<file path="src/rtl/fetch_pkg.sv">
// Shared fetch/decode definitions: datapath width, instruction field positions
// and the fetch-queue slot record.
package fetch_pkg;

    localparam int unsigned XLEN = 32;

    localparam int unsigned OPCODE_LSB = 0;
    localparam int unsigned OPCODE_W   = 7;
    localparam int unsigned FUNCT3_LSB = 12;
    localparam int unsigned FUNCT3_W   = 3;

    typedef struct packed {
        logic [XLEN-1:0] pc;
        logic [XLEN-1:0] data;
        logic            filled;
    } slot_t;

    function automatic logic [OPCODE_W-1:0] get_opcode(input logic [XLEN-1:0] word);
        return word[OPCODE_LSB +: OPCODE_W];
    endfunction

    function automatic logic [FUNCT3_W-1:0] get_funct3(input logic [XLEN-1:0] word);
        return word[FUNCT3_LSB +: FUNCT3_W];
    endfunction

endpackage

</file>
<file path="src/rtl/ifu_fetch_queue_if.sv">
// Fetch front-end bus: instruction-memory request/response, redirect, and the
// head-of-queue hand-off to decode.
interface ifu_fetch_queue_if;
    import fetch_pkg::*;

    logic                imem_req_valid;
    logic                imem_req_ready;
    logic [XLEN-1:0]     imem_req_addr;
    logic                imem_resp_valid;
    logic [XLEN-1:0]     imem_resp_data;

    logic                redirect_valid;
    logic [XLEN-1:0]     redirect_pc;

    logic                inst_valid;
    logic                inst_ready;
    logic [XLEN-1:0]     inst;
    logic [XLEN-1:0]     inst_pc;
    logic [OPCODE_W-1:0] opcode;
    logic [FUNCT3_W-1:0] funct3;

    modport master (
        output imem_req_valid,
        output imem_req_addr,
        input  imem_req_ready,
        input  imem_resp_valid,
        input  imem_resp_data,
        input  redirect_valid,
        input  redirect_pc,
        output inst_valid,
        output inst,
        output inst_pc,
        output opcode,
        output funct3,
        input  inst_ready
    );

    modport slave (
        input  imem_req_valid,
        input  imem_req_addr,
        output imem_req_ready,
        output imem_resp_valid,
        output imem_resp_data,
        output redirect_valid,
        output redirect_pc,
        input  inst_valid,
        input  inst,
        input  inst_pc,
        input  opcode,
        input  funct3,
        output inst_ready
    );

endinterface

</file>
<file path="src/rtl/ifq_ring.sv">
// In-order slot ring for the fetch queue: slots are allocated at tail, filled
// in order at fill, and retired at head. Pointers carry a wrap bit.
module ifq_ring
    import fetch_pkg::*;
#(
    parameter int unsigned Depth = 4,
    localparam int unsigned PtrW = $clog2(Depth) + 1
) (
    input  logic            clk_i,
    input  logic            rst_i,
    input  logic            alloc_i,
    input  logic [XLEN-1:0] alloc_pc_i,
    input  logic            fill_i,
    input  logic [XLEN-1:0] fill_data_i,
    input  logic            pop_i,
    input  logic            flush_i,
    output slot_t           head_o,
    output logic [PtrW-1:0] occupied_o,
    output logic [PtrW-1:0] unfilled_o
);

    localparam int unsigned IdxW = PtrW - 1;

    slot_t           slots_q [Depth];
    slot_t           slots_d [Depth];
    logic [PtrW-1:0] head_q, head_d;
    logic [PtrW-1:0] fill_q, fill_d;
    logic [PtrW-1:0] tail_q, tail_d;

    logic [IdxW-1:0] head_idx, fill_idx, tail_idx;

    assign head_idx = head_q[IdxW-1:0];
    assign fill_idx = fill_q[IdxW-1:0];
    assign tail_idx = tail_q[IdxW-1:0];

    always_comb begin
        slots_d = slots_q;
        head_d  = head_q;
        fill_d  = fill_q;
        tail_d  = tail_q;
        if (flush_i) begin
            for (int unsigned i = 0; i < Depth; i++) begin
                slots_d[i].filled = 1'b0;
            end
            head_d = tail_q;
            fill_d = tail_q;
        end else begin
            // Alloc, fill and pop never target the same slot: credit keeps tail
            // off head, and fill/pop are separated by the filled flag.
            if (alloc_i) begin
                slots_d[tail_idx].pc     = alloc_pc_i;
                slots_d[tail_idx].filled = 1'b0;
                tail_d                   = tail_q + PtrW'(1);
            end
            if (fill_i) begin
                slots_d[fill_idx].data   = fill_data_i;
                slots_d[fill_idx].filled = 1'b1;
                fill_d                   = fill_q + PtrW'(1);
            end
            if (pop_i) begin
                // Cleared so an empty queue never shows a stale valid head.
                slots_d[head_idx].filled = 1'b0;
                head_d                   = head_q + PtrW'(1);
            end
        end
    end

    always_ff @(posedge clk_i) begin
        if (rst_i) begin
            slots_q <= '{default: '0};
            head_q  <= '0;
            fill_q  <= '0;
            tail_q  <= '0;
        end else begin
            slots_q <= slots_d;
            head_q  <= head_d;
            fill_q  <= fill_d;
            tail_q  <= tail_d;
        end
    end

    assign head_o     = slots_q[head_idx];
    assign occupied_o = tail_q - head_q;
    assign unfilled_o = tail_q - fill_q;

endmodule

</file>
<file path="src/rtl/ifu_fetch_queue.sv">
// Instruction-fetch front end: sequential PC generation under a credit limit,
// in-order response queue, and redirect with in-flight response dropping.
module ifu_fetch_queue
    import fetch_pkg::*;
#(
    parameter int unsigned     DEPTH    = 4,
    parameter logic [XLEN-1:0] RESET_PC = '0
) (
    input  logic                clk,
    input  logic                rst,
    ifu_fetch_queue_if.master   bus_io
);

    localparam int unsigned     PtrW      = $clog2(DEPTH) + 1;
    localparam logic [PtrW:0]   CreditMax = (PtrW + 1)'(DEPTH);

    logic [XLEN-1:0] pc_q, pc_d;
    logic [PtrW-1:0] drop_q, drop_d;
    logic [PtrW-1:0] occupied, unfilled, drain;
    logic [PtrW:0]   credit_used;
    logic            req_valid, req_fire;
    logic            resp_drop, resp_fill, pop;
    slot_t           head;

    // Credit covers both live slots and responses still owed from before a flush.
    assign credit_used = {1'b0, occupied} + {1'b0, drop_q};
    assign req_valid   = !rst && !bus_io.redirect_valid && (credit_used < CreditMax);
    assign req_fire    = req_valid && bus_io.imem_req_ready;

    assign resp_drop = bus_io.imem_resp_valid && (drop_q != '0);
    assign resp_fill = bus_io.imem_resp_valid && (drop_q == '0) && (unfilled != '0)
                       && !bus_io.redirect_valid;
    assign pop       = head.filled && bus_io.inst_ready;

    assign drain = drop_q + unfilled;

    always_comb begin
        pc_d   = pc_q;
        drop_d = drop_q;
        if (bus_io.redirect_valid) begin
            pc_d = bus_io.redirect_pc;
            // A response arriving in the redirect cycle is already drained.
            if (bus_io.imem_resp_valid && (drain != '0)) begin
                drop_d = drain - PtrW'(1);
            end else begin
                drop_d = drain;
            end
        end else begin
            if (req_fire) begin
                pc_d = pc_q + XLEN'(4);
            end
            if (resp_drop) begin
                drop_d = drop_q - PtrW'(1);
            end
        end
    end

    always_ff @(posedge clk) begin
        if (rst) begin
            pc_q   <= RESET_PC;
            drop_q <= '0;
        end else begin
            pc_q   <= pc_d;
            drop_q <= drop_d;
        end
    end

    ifq_ring #(
        .Depth (DEPTH)
    ) u_ring (
        .clk_i       (clk),
        .rst_i       (rst),
        .alloc_i     (req_fire),
        .alloc_pc_i  (pc_q),
        .fill_i      (resp_fill),
        .fill_data_i (bus_io.imem_resp_data),
        .pop_i       (pop),
        .flush_i     (bus_io.redirect_valid),
        .head_o      (head),
        .occupied_o  (occupied),
        .unfilled_o  (unfilled)
    );

    assign bus_io.imem_req_valid = req_valid;
    assign bus_io.imem_req_addr  = pc_q;
    assign bus_io.inst_valid     = head.filled;
    assign bus_io.inst           = head.data;
    assign bus_io.inst_pc        = head.pc;
    assign bus_io.opcode         = get_opcode(head.data);
    assign bus_io.funct3         = get_funct3(head.data);

endmodule

</file>
<file path="src/flat_wrapper.sv">
// flat-port wrapper written by rule: the top's interface ports become plain ports
module ifu_fetch_queue_flat import fetch_pkg::*;
#(
    parameter int unsigned     DEPTH    = 4,
    parameter logic [XLEN-1:0] RESET_PC = '0
)
  (clk, rst, bus_io_imem_req_valid, bus_io_imem_req_addr, bus_io_imem_req_ready, bus_io_imem_resp_valid, bus_io_imem_resp_data, bus_io_redirect_valid, bus_io_redirect_pc, bus_io_inst_valid, bus_io_inst, bus_io_inst_pc, bus_io_opcode, bus_io_funct3, bus_io_inst_ready);
  ifu_fetch_queue_if bus_io_i ();
  input  logic clk;
  input  logic rst;
  output wire logic [$bits(bus_io_i.imem_req_valid)-1:0] bus_io_imem_req_valid;
  output wire logic [$bits(bus_io_i.imem_req_addr)-1:0] bus_io_imem_req_addr;
  input wire logic [$bits(bus_io_i.imem_req_ready)-1:0] bus_io_imem_req_ready;
  input wire logic [$bits(bus_io_i.imem_resp_valid)-1:0] bus_io_imem_resp_valid;
  input wire logic [$bits(bus_io_i.imem_resp_data)-1:0] bus_io_imem_resp_data;
  input wire logic [$bits(bus_io_i.redirect_valid)-1:0] bus_io_redirect_valid;
  input wire logic [$bits(bus_io_i.redirect_pc)-1:0] bus_io_redirect_pc;
  output wire logic [$bits(bus_io_i.inst_valid)-1:0] bus_io_inst_valid;
  output wire logic [$bits(bus_io_i.inst)-1:0] bus_io_inst;
  output wire logic [$bits(bus_io_i.inst_pc)-1:0] bus_io_inst_pc;
  output wire logic [$bits(bus_io_i.opcode)-1:0] bus_io_opcode;
  output wire logic [$bits(bus_io_i.funct3)-1:0] bus_io_funct3;
  input wire logic [$bits(bus_io_i.inst_ready)-1:0] bus_io_inst_ready;
  assign bus_io_imem_req_valid = bus_io_i.imem_req_valid;
  assign bus_io_imem_req_addr = bus_io_i.imem_req_addr;
  assign bus_io_i.imem_req_ready = bus_io_imem_req_ready;
  assign bus_io_i.imem_resp_valid = bus_io_imem_resp_valid;
  assign bus_io_i.imem_resp_data = bus_io_imem_resp_data;
  assign bus_io_i.redirect_valid = bus_io_redirect_valid;
  assign bus_io_i.redirect_pc = bus_io_redirect_pc;
  assign bus_io_inst_valid = bus_io_i.inst_valid;
  assign bus_io_inst = bus_io_i.inst;
  assign bus_io_inst_pc = bus_io_i.inst_pc;
  assign bus_io_opcode = bus_io_i.opcode;
  assign bus_io_funct3 = bus_io_i.funct3;
  assign bus_io_i.inst_ready = bus_io_inst_ready;
  ifu_fetch_queue #(.DEPTH(DEPTH), .RESET_PC(RESET_PC)) u_core (.clk(clk), .rst(rst), .bus_io(bus_io_i));
endmodule
</file>
<file path="config.mk">
export PLATFORM = sky130hd
export DESIGN_NAME = ifu_fetch_queue_flat
export DESIGN_NICKNAME = d
export VERILOG_FILES = /design/src/rtl/fetch_pkg.sv /design/src/rtl/ifu_fetch_queue_if.sv /design/src/rtl/ifq_ring.sv /design/src/rtl/ifu_fetch_queue.sv /design/src/flat_wrapper.sv
export SDC_FILE = /design/constraint.sdc
export NUM_CORES = 1
export LEC_CHECK = 0
export CORE_ASPECT_RATIO = 0.75
export CORE_UTILIZATION = 55
export CTS_BUF_LIST = sky130_fd_sc_hd__clkbuf_16
export DETAILED_ROUTE_END_ITERATION = 16
export PLACE_DENSITY = 0.89
export SETUP_SLACK_MARGIN = 0.02
export SLEW_MARGIN = 20
export SYNTH_ARGS = -nofsm -noshare
export SYNTH_HDL_FRONTEND = slang
export SYNTH_HIERARCHICAL = 1
export SYNTH_SLANG_ARGS = --single-unit
</file>
<file path="constraint.sdc">
create_clock -name clk -period 4.07 [get_ports clk]
set_input_delay 0.814 -clock clk [delete_from_list [all_inputs] [get_ports clk]]
set_output_delay 0.814 -clock clk [all_outputs]
set_load 0.02 [all_outputs]
</file>
[Word-level counts from Yosys, hierarchy flattened]
Cells that the tools add are included.
Operators by class
  muxes and demuxes: 32
  magnitude comparators: 7
  add/sub/neg operators: 10
  reduce and logical (&&, ||, !) cells: 24
  bitwise gates (word level): 4
Operators by type and width (count)
  bitwise mux 260 bit: 5
  2-to-1 mux 260 bit: 5
  demux 65 bit (select 2 bit): 5
  2-to-1 mux 65 bit: 3
  binary-select mux 65 bit (select 2 bit): 1
  2-to-1 mux 32 bit: 2
  2-to-1 mux 33 bit: 1
  adder 32 x 3 -> 32 bit, second input constant: 1
  2-to-1 mux 3 bit: 7
  logical AND 1 bit: 12
  adder 3 x 1 -> 3 bit, second input constant: 3
  >= comparator 3 bit, second input constant: 3
  < comparator 3 x 1 -> 1 bit, second input constant: 3
  NOT 2 -> 3 bit: 3
  nonzero test 3 bit: 3
  nonzero test 2 bit: 4
  subtractor 3 x 1 -> 3 bit, second input constant: 2
  subtractor 3 bit: 2
  adder 3 x 3 -> 4 bit: 1
  < comparator 4 x 3 -> 1 bit, second input constant: 1
  adder 3 bit: 1
  logical NOT 3 bit: 1
  2-to-1 mux 1 bit: 3
  logical NOT 1 bit: 2
  3 further kinds: 3
Word-level totals
  flip-flop bits (word level): 304
  output and inout bits: 108
  logic and storage cells: 94
  input port bits: 70

[Longest topological paths before layout]
  depth after elaboration: 15
  depth in mapped cells: 16
  depth with buffers taken out: 13

[Hierarchy]
The synthesis kept the hierarchy.
Modules (own cells, without submodules)
  ifq_ring: seq. area each 5385.2 um2, times used 1, area each 11501.0 um2, cells each 1293
  ifu_fetch_queue: seq. area each 700.7 um2, times used 1, area each 2369.8 um2, cells each 292

[Worst setup path before layout]
OpenSTA, ideal clock, no wires.
  path type: reg-to-reg
  start point: reg u_core.u_ring.tail_q[0]
  end point: reg u_core/u_ring/slots_q[0] in the netlist's numbering
  path slack: 1.031 ns
  arrival time: 2.939 ns
  cell stages (with the launch flop): 12
  path through: dfxtp_1 > inv_1 > ha_1 > fa_1 > xnor2_1 > xnor2_1 > nor3_1 > nor4b_1 > buf_6 > nand2_2 > a21boi_1 > a2111oi_4
RTL lines
  from (decl): line ifq_ring.sv:28  | logic [PtrW-1:0] tail_q, tail_d;
  from (signal assigned): line ifq_ring.sv:78  | tail_q <= tail_d;
  subtractor 3 bit *: line ifq_ring.sv:84  | assign unfilled_o = tail_q - fill_q;
  via u_core.unfilled[2]: line ifu_fetch_queue.sv:19  | logic [PtrW-1:0] occupied, unfilled, drain;
  nonzero test 3 bit *: line ifu_fetch_queue.sv:31  | assign resp_fill = bus_io.imem_resp_valid && (drop_q == '0) && (unfilled != '0)
  logical AND 1 bit *: line ifu_fetch_queue.sv:31
  logical AND 1 bit *: line ifu_fetch_queue.sv:32  | && !bus_io.redirect_valid;
  via u_core.resp_fill: line ifu_fetch_queue.sv:22  | logic resp_drop, resp_fill, pop;
  2-to-1 mux 260 bit *: line ifq_ring.sv:55  | if (fill_i) begin
  2-to-1 mux 260 bit *: line ifq_ring.sv:41  | if (flush_i) begin
  bitwise mux 260 bit: line ifq_ring.sv:62  | slots_d[head_idx].filled = 1'b0;
  2-to-1 mux 260 bit *: line ifq_ring.sv:60  | if (pop_i) begin
  to (signal assigned): line ifq_ring.sv:75  | slots_q <= slots_d;
  to (decl): line ifq_ring.sv:24  | slot_t slots_q [Depth];
The timed path passes the listed nets; every way through them passes the cells marked *. The select of a mux whose other input is x is not followed.
A chain may end at the register's enable or synchronous reset.

[Worst setup path in the final report]
  start point: reg u_core.u_ring.head_q[0]
  end point: out bus_io_inst_valid
On the way
  cells in the longest elaborated chain, start to end: 4
RTL lines
  from (decl): line ifq_ring.sv:26  | logic [PtrW-1:0] head_q, head_d;
  from (signal assigned): line ifq_ring.sv:71  | head_q <= '0;
  from (signal assigned): line ifq_ring.sv:76  | head_q <= head_d;
  NOT 2 -> 3 bit (not written as such): line ifq_ring.sv:82  | assign head_o = slots_q[head_idx];
  binary-select mux 65 bit (select 2 bit): line ifq_ring.sv:82
  2-to-1 mux 65 bit (not written as such) (2 in series): line ifq_ring.sv:82
  to (decl): line flat_wrapper.sv:18  | output wire logic [$bits(bus_io_i.inst_valid)-1:0] bus_io_inst_valid;
No other way between the ends. The select of a mux whose other input is x is not followed.

==> reports/metrics.cfg <==
[run_status]
status = completed

[sta]
rsz0062_at_grt = no
worst_pin_slew_ps = 1130
fin_crit_sh = 0.919
relSlewSlack = 0.247
fin_setup_tns_ps = 0
slew_violations = 0
max_freq_ghz = 0.267
setup-violations-final = 0
fin_skew_ps = 23.7
period_needed_ps = 3740
hold_viol = 0

[cells_and_area]
layout.cells.non_filler = 2030
final_common_cell = nand2_1
fin_util = 0.667
areaGrowthSynthToFinish_pct = 17.0
mostFrequentLayoutCells = nand2_1, dfxtp_1, a21oi_1, clkdlybuf4s50_1, mux4_2
drive_gt1_frac = 0.0877
antenna_cells = 0
fin_nets = 1775
fin_area_mm2 = 0.0162

[logic_synthesis]
syn_inst = 1585
async_flop_share = 0
syn_area_mm2 = 0.0139
synth_fp_nets = 1680
ys_types = 63
yosys_register_bits = 304
synth_area_per_cell_um2 = 8.75
yosys_warnings = 6
synth_enable_flop_cells = 0
seq_area_frac_synth = 0.439
ys.flop_type = dfxtp_1

[critical_path]
crit_slowest_cell = buf_4
cpPeakStageDelay_ps = 800
cp_data_arrival_time_ps = 2920
crit_family = buffers and inverters
worstPathRequired_ps = 3260
crit_type = flop to output pin
crit_fanout = 69
worst-path-buf-inv = 2
cp-end-kind = output pin
start_kind = flop
crit_chain = buf_4, mux4_2, clkdlybuf4s50_1

[power]
ir_drop_mv = 0.341
power_density_mw_per_mm2 = 381
power_w = 0.00618
p_leak_nw = 5.48

[place]
dpl_cell_area_mm2 = 0.0154
io_buffers = 177
routabilityCongestion = 0.840
dp_hpwl_um = 22500
post-place-cells = 1981

[drt]
vias_per_cell = 5.89
routedWlPerCell_um = 17.9
dr_total_vias = 12000
ant_nets = 0
drt_first_pass_iters = 5
drtIter0Drc = 1263
drc = 0
routed_wl_um = 36400

[die]
die_width_um = 185
die-area_mm2 = 0.0259
start_util = 0.570
fp-row-count = 49
core_area_mm2 = 0.0243
die-height_um = 140
num_io_pins = 178

[min_path]
holdCritPathClass = flop to flop

[global_route]
grt_pass1_vias = 11300
met3_usage = 0.0390
grt_pass1_wl_um = 57600
gr-total-overflow = 0
met2_usage = 0.442
gr-max-usage-layer = met2
antenna_found_initial = 0
use_met1 = 0.384
grt_usage = 0.275
grt_max_degree = 232

[clock_tree]
cts_resized = 0
ctsRootBufferMaster = clkbuf_16
clock_sinks = 304
path_clk_slew_ps = 70
post_cts_buffers = 0
clk_latency_ps = 540
clockBufferDepth = 3
htreeDepth = 1
cts_made_buffers = 28
hold_buffers = 0
cts_tree = done

[flow_run]
max_cap_viol_count = 0

cells in the mapped netlist (3+ instances only):
| library cell | instances | area (µm²) |
|---|---|---|
| nand2_1 | 544 | 2040 |
| dfxtp_1 | 304 | 6090 |
| a21oi_1 | 270 | 1350 |
| mux4_2 | 65 | 1460 |
| buf_4 | 46 | 345 |
| buf_2 | 35 | 175 |
| nor2_1 | 32 | 120 |
| clkbuf_1 | 26 | 97.6 |
| inv_1 | 23 | 86.3 |
| ha_1 | 22 | 275 |
| nand3_1 | 16 | 80.1 |
| buf_6 | 15 | 169 |
| nand4_1 | 13 | 81.3 |
| o21ai_0 | 13 | 65.1 |
| xnor2_1 | 13 | 114 |
| a211oi_1 | 11 | 82.6 |
| a31oi_1 | 11 | 68.8 |
| and3b_1 | 8 | 70.1 |
| xor2_1 | 8 | 70.1 |
| nor3_1 | 7 | 35.0 |
| o211ai_1 | 7 | 52.6 |
| or3_1 | 7 | 43.8 |
| a22oi_1 | 6 | 45.0 |
| buf_1 | 6 | 22.5 |
| mux2i_1 | 6 | 60.1 |
| o21a_1 | 6 | 45.0 |
| nand3b_4 | 5 | 100 |
| a311oi_1 | 4 | 35.0 |
| nand3b_1 | 4 | 30.0 |
| a2111oi_2 | 3 | 45.0 |
| and2_1 | 3 | 18.8 |
| and3_1 | 3 | 18.8 |
| fa_1 | 3 | 60.1 |
| o31a_1 | 3 | 26.3 |
through the flow:
stage                     hold WS (ps)  setup WS, ps
after floorplan                    433          1030
after global placement             438           712
after detailed placement           443           637
after CTS                          452          75.0
after global routing               469           243
final                              452           331
worst register-to-register path: stages (launching register included):
cell,delay (ps)
dfxtp_1,400
inv_1,150
ha_1,230
fa_1,380
xnor2_1,180
xnor2_1,140
ha_1,260
nor3_2,130
nand4_1,200
inv_2,450
and3b_1,260
buf_4,380
nand2_1,130
a21oi_1,150
final cells by class:
cell class	instances	area, µm²
Fill cell	1870	8110
Multi-Input combinational cell	1125	6850
Sequential cell	304	6090
Timing Repair Buffer	196	1950
Clock buffer	29	726
Tap cell	331	414
Clock inverter	20	106
Inverter	25	93.8
power breakdown:
part	internal [W]	total (W)	switching (W)
combinational	0.000285	0.000646	0.000361
clock	0.00134	0.00242	0.00108
sequential	0.00302	0.00311	0.0000851
cells by family after synthesis:
| family | Yosys count | share of synthesized area |
|---|---|---|
| muxes | 72 | 0.111 |
| DFF | 304 | 0.439 |
| and+or+nand+nor | 666 | 0.208 |
| adders and majority gates | 25 | 0.0242 |
| xor gates and xnor gates | 21 | 0.0133 |
| AOI/OAI and AO/OA | 341 | 0.136 |
| buffers and inverters | 156 | 0.0682 |
final timing paths:
kind                           startpoint                 to  slack (ps)  cells after the start
hold reg to reg                      flop               flop         450                      2
hold / removal                       flop               flop         450                      2
setup reg to reg  u_core/u_ring/tail_q[0]               flop         550                     13
setup / recovery  u_core/u_ring/head_q[0]  bus_io_inst_valid         330                      3
routing by layer:
layer,wire length (µm),vias up
met1,15200,5743
li1,-,5576
met3,3070,67
met4,915,0
met2,17200,576
met5,0,-
No activity file was read; power rests on OpenSTA's default activity.
